### src/rtl/mips_multicycle_controller.sv
// Multicycle MIPS control FSM: sequences fetch/decode/execute/memory/writeback
// and drives every datapath select and write enable as a Moore function of state.
module mips_multicycle_controller (
  input  logic       clk,
  input  logic       reset,
  input  logic [5:0] op,
  input  logic [5:0] funct,
  input  logic       zero,
  output logic       pcen,
  output logic       iord,
  output logic       memwrite,
  output logic       irwrite,
  output logic       regwrite,
  output logic [1:0] regdst,
  output logic [1:0] memtoreg,
  output logic       alusrca,
  output logic [1:0] alusrcb,
  output logic [1:0] pcsrc,
  output logic [2:0] alucontrol,
  output logic [3:0] state
);

  typedef enum logic [3:0] {
    FETCH   = 4'd0,
    DECODE  = 4'd1,
    MEMADR  = 4'd2,
    MEMRD   = 4'd3,
    MEMWB   = 4'd4,
    MEMWR   = 4'd5,
    RTYPEEX = 4'd6,
    RTYPEWB = 4'd7,
    BEQEX   = 4'd8,
    ADDIEX  = 4'd9,
    ADDIWB  = 4'd10,
    JEX     = 4'd11,
    JALEX   = 4'd12
  } state_t;

  localparam logic [5:0] OP_R    = 6'b000000;
  localparam logic [5:0] OP_LW   = 6'b100011;
  localparam logic [5:0] OP_LBU  = 6'b100100;
  localparam logic [5:0] OP_SW   = 6'b101011;
  localparam logic [5:0] OP_BEQ  = 6'b000100;
  localparam logic [5:0] OP_ADDI = 6'b001000;
  localparam logic [5:0] OP_J    = 6'b000010;
  localparam logic [5:0] OP_JAL  = 6'b000011;

  state_t cur_st, nxt_st;
  logic   pcwrite, branch, irwrite_s, memwrite_s, regwrite_s;

  // Unknown funct falls back to add so the writeback still produces a defined value.
  function automatic logic [2:0] alu_decode(input logic [5:0] f);
    case (f)
      6'b100000: alu_decode = 3'b010;
      6'b100010: alu_decode = 3'b110;
      6'b100100: alu_decode = 3'b000;
      6'b100101: alu_decode = 3'b001;
      6'b101010: alu_decode = 3'b111;
      default:   alu_decode = 3'b010;
    endcase
  endfunction

  always_ff @(posedge clk) begin
    if (reset) cur_st <= FETCH;
    else       cur_st <= nxt_st;
  end

  always_comb begin
    nxt_st     = FETCH;
    pcwrite    = 1'b0;
    branch     = 1'b0;
    iord       = 1'b0;
    memwrite_s = 1'b0;
    irwrite_s  = 1'b0;
    regwrite_s = 1'b0;
    regdst     = 2'b00;
    memtoreg   = 2'b00;
    alusrca    = 1'b0;
    alusrcb    = 2'b00;
    pcsrc      = 2'b00;
    alucontrol = 3'b010;
    case (cur_st)
      FETCH: begin
        irwrite_s = 1'b1;
        pcwrite   = 1'b1;
        alusrcb   = 2'b01;
        nxt_st    = DECODE;
      end
      DECODE: begin
        alusrcb = 2'b11;
        case (op)
          OP_LW, OP_LBU, OP_SW: nxt_st = MEMADR;
          OP_R:                 nxt_st = RTYPEEX;
          OP_BEQ:               nxt_st = BEQEX;
          OP_ADDI:              nxt_st = ADDIEX;
          OP_J:                 nxt_st = JEX;
          OP_JAL:               nxt_st = JALEX;
          default:              nxt_st = FETCH;
        endcase
      end
      MEMADR: begin
        alusrca = 1'b1;
        alusrcb = 2'b10;
        if (op == OP_SW) nxt_st = MEMWR;
        else             nxt_st = MEMRD;
      end
      MEMRD: begin
        iord   = 1'b1;
        nxt_st = MEMWB;
      end
      MEMWB: begin
        regwrite_s = 1'b1;
        memtoreg   = (op == OP_LBU) ? 2'b11 : 2'b01;
      end
      MEMWR: begin
        iord       = 1'b1;
        memwrite_s = 1'b1;
      end
      RTYPEEX: begin
        alusrca    = 1'b1;
        alucontrol = alu_decode(funct);
        nxt_st     = RTYPEWB;
      end
      RTYPEWB: begin
        regwrite_s = 1'b1;
        regdst     = 2'b01;
      end
      BEQEX: begin
        alusrca    = 1'b1;
        alucontrol = 3'b110;
        pcsrc      = 2'b01;
        branch     = 1'b1;
      end
      ADDIEX: begin
        alusrca = 1'b1;
        alusrcb = 2'b10;
        nxt_st  = ADDIWB;
      end
      ADDIWB: regwrite_s = 1'b1;
      JEX: begin
        pcwrite = 1'b1;
        pcsrc   = 2'b10;
      end
      // PC already holds PC+4 here, so the link value is the current PC.
      JALEX: begin
        pcwrite    = 1'b1;
        pcsrc      = 2'b10;
        regwrite_s = 1'b1;
        regdst     = 2'b10;
        memtoreg   = 2'b10;
      end
      default: nxt_st = FETCH;
    endcase
  end

  // Reset suppresses every architectural write so an aborted instruction leaves no trace.
  assign pcen     = (pcwrite | (branch & zero)) & ~reset;
  assign irwrite  = irwrite_s  & ~reset;
  assign memwrite = memwrite_s & ~reset;
  assign regwrite = regwrite_s & ~reset;
  assign state    = cur_st;

endmodule

### config.mk
export PLATFORM = sky130hd
export DESIGN_NAME = mips_multicycle_controller
export DESIGN_NICKNAME = d
export VERILOG_FILES = /design/src/rtl/mips_multicycle_controller.sv
export SDC_FILE = /design/constraint.sdc
export NUM_CORES = 1
export LEC_CHECK = 0
export CORE_MARGIN = 1.5
export CORE_UTILIZATION = 25
export DETAILED_ROUTE_END_ITERATION = 6
export GPL_ROUTABILITY_DRIVEN = 0
export REMOVE_ABC_BUFFERS = 1
export SETUP_SLACK_MARGIN = 0.5
export SLEW_MARGIN = 5
export SYNTH_ARGS = -nofsm -noshare
export SYNTH_HDL_FRONTEND = slang
export SYNTH_SLANG_ARGS = --single-unit
### constraint.sdc
create_clock -name clk -period 3.18 [get_ports clk]
set_input_delay 0.636 -clock clk [delete_from_list [all_inputs] [get_ports clk]]
set_output_delay 0.636 -clock clk [all_outputs]
set_load 0.02 [all_outputs]
==> impl_metrics.env <==
export IMPL_port_buffers=35
export IMPL_start_util_pct=27.2
export IMPL_power_density_nw_per_um2=197
export IMPL_max_freq_ghz=0.378
export IMPL_rows=17
export IMPL_crit_slowest_cell="clkdlybuf4s50_1"
export IMPL_drive_above_1_share_pct=23.6
export IMPL_status="completed"
export IMPL_synthCells=88
export IMPL_rr_startpoint="state[0]"
export IMPL_htreeDepth=1
export IMPL_min_delay_path_depth=2
export IMPL_dpl_cell_area_um2=1030
export IMPL_drv_slew=0
export IMPL_cts_buffers=3
export IMPL_min_path_type="reg -> reg"
export IMPL_drtIter0Drc=12
export IMPL_setup_worst_path_end_class="output pin"
export IMPL_cts_tree="done"
export IMPL_synthFlopType="dfxtp_1"
export IMPL_cp_cell_sequence="clkdlybuf4s50_1, or3b_4, o2bb2a_2, nor2_2, buf_6"
export IMPL_layoutNonFillerInstCount=155
export IMPL_fillers=245
export IMPL_fin_crit_sh_pct=83.3
export IMPL_final_antenna_net_count=0
export IMPL_vdd_ir_drop_max_uv=105
export IMPL_crit_buf_inv=2
export IMPL_synthesis_area_um2=618
export IMPL_postCtsSetupRepairBufs=0
export IMPL_synth_distinct_cells=35
export IMPL_rrSetupSlack_ps=1830
export IMPL_cp_top_family="buffers and inverters"
export IMPL_p_leak_nw=0.400
export IMPL_cp_arrival_ps=2010
export IMPL_antenna_found_initial=0
export IMPL_drtPass1Iterations=4
export IMPL_diodes=0
export IMPL_rsz0062_at_grt="false"
export IMPL_final_cell_mix="clkdlybuf4s50_1 (27), nor2_1 (10), buf_4 (9)"
export IMPL_clock_sinks=4
export IMPL_finalSetupViolCount=0
export IMPL_final_area_um2=1050
export IMPL_layout_commonest_cell="clkdlybuf4s50_1"
export IMPL_start_kind="input port"
export IMPL_holdPathEnd="state[2]"
export IMPL_grt_pass1_wl_um=3310
export IMPL_wl_per_cell_um=13.1
export IMPL_area_growth_pct=69.6
export IMPL_finalHoldViolations=0
export IMPL_largest_register_ffs=4
export IMPL_reg2reg_depth=4
export IMPL_grt_start_max_net_pins=21
export IMPL_die_y_um=52.7
export IMPL_gr_usage_all_layers_pct=15.9
export IMPL_skew_ps=7.86
export IMPL_synth_edf_count=0
export IMPL_drv_cap=0
export IMPL_crit_type="in -> out"
export IMPL_worstHoldStart="state[1]"
export IMPL_design_core_area_um2=2280
export IMPL_io_pin_count=36
export IMPL_dpl_hpwl_um=1540
export IMPL_postRouteWirelength_um=2020
export IMPL_viasPerCell=5.17
export IMPL_root_buffer="clkbuf_4"
export IMPL_gr_total_overflow=0
export IMPL_critPathRequiredTime_ps=2540
export IMPL_dp_cells=152
export IMPL_die_area_um2=2780
export IMPL_ys_ff_latch=4
export IMPL_maxSlewHeadroom_pct=77.5
export IMPL_finalCriticalPeriod_ps=2650
export IMPL_syn_area_per_cell_um2=7.02
export IMPL_fin_nets=144
export IMPL_r2r_end="state[1]"
export IMPL_drc=0
export IMPL_yosysWarnings=0
export IMPL_clk_path_buf_depth=2
export IMPL_ys_seq_area_share_pct=13.0
export IMPL_max_stage_delay_ps=480
export IMPL_crit_fanout=2
export IMPL_worst_pin_slew_ps=336
export IMPL_clkSlewWorstSetupHoldPaths_ps=40
export IMPL_async_flop_share_pct=0
export IMPL_dieWidth_um=52.7
export IMPL_dr_total_vias=802
export IMPL_clkLatencyLatePin_ps=240
export IMPL_grt_pass1_vias=795
worst min-delay path, cell delays in order (launching register included):
cell,delay (ps)
dfxtp_2,400
nand4b_1,130
a21oi_1,60
through the flow:
stage | setup slack (ps) | total power [W] | utilization (%) | TNS (ps) | hold WS [ps]
2_1_floorplan | 842 | 0.0000949 | - | 0 | 715
3_3_place_gp | 14.1 | 0.000144 | 45.1 | 0 | 739
3_5_place_dp | -41.8 | 0.000146 | 45.1 | -41.8 | 743
4_1_cts | 398 | 0.000209 | 45.5 | 0 | 635
5_1_grt | 506 | 0.000221 | 46.1 | 0 | 660
6_report | 531 | 0.000207 | 46.1 | 0 | 640
final cells by class:
type                       instances  area (µm²)  share of cell area, %
multi-input combinational         73         492                   46.9
timing repair buffer              44         407                   38.8
sequential                         4        81.3                   7.76
tap                               28        35.0                   3.34
clock buffer                       3        22.5                   2.15
inverter                           3        11.3                   1.07
Yosys cell counts (2+ instances only):
cell type | instances | area share (%)
nor2_1 | 11 | 6.7
nor3_1 | 7 | 5.7
o21ai_0 | 7 | 5.7
a21oi_1 | 6 | 4.9
buf_2 | 5 | 4.0
nor4_1 | 5 | 5.1
dfxtp_1 | 4 | 13
nand2b_1 | 4 | 4.0
inv_1 | 3 | 1.8
nand2_1 | 3 | 1.8
nand2b_4 | 3 | 6.7
clkbuf_1 | 2 | 1.2
nand3_1 | 2 | 1.6
nand3b_1 | 2 | 2.4
nand4b_1 | 2 | 2.8
or2_2 | 2 | 2.0
xnor2_1 | 2 | 2.8
worst max-delay path by stage:
stage	end	from	slack, ps	cells past startpoint
6_report	alucontrol[0]	funct[1]	530	5
5_1_grt	alucontrol[0]	funct[1]	510	5
4_1_cts	alucontrol[0]	funct[1]	400	5
3_5_place_dp	alucontrol[0]	funct[1]	-40	5
3_3_place_gp	alucontrol[0]	funct[1]	10	5
2_1_floorplan	alucontrol[0]	state[2]	840	3
what timing repair did:
| action | CTS | global route |
|---|---|---|
| setup endpoints to repair | 9 | 3 |
| hold buffers | 0 | 0 |
| pin swaps | 0 | 1 |
| gates resized for setup | 15 | 8 |
| cloned | 0 | 0 |
layer usage:
layer  global-route usage (%)  wire (µm)  up-vias  part of all wire, %
met1                     18.3        846      370                   42
met5                        0          0        -                    0
met2                     28.5       1030       30                   51
li1                         -          -      400                    -
met3                     2.57        126        2                  6.2
met4                     6.41         19        0                 0.94
cells by family after synthesis:
logic type      synth area share (%)
simple gates                    49.6
compound gates                  24.3
buf+inv                         8.91
flops                           13.0
xor+xnor                        4.25
where the power goes:
| group | switching (W) | internal (W) | total, W | leakage [nW] |
|---|---|---|---|---|
| clock | 0.0000206 | 0.0000422 | 0.0000628 | 0.0138 |
| sequential | 0.00000470 | 0.0000522 | 0.0000569 | 0.0331 |
| combinational | 0.0000403 | 0.0000469 | 0.0000872 | 0.353 |
| total | 0.0000657 | 0.000141 | 0.000207 | 0.400 |
No activity file was read; power rests on OpenSTA's default activity.
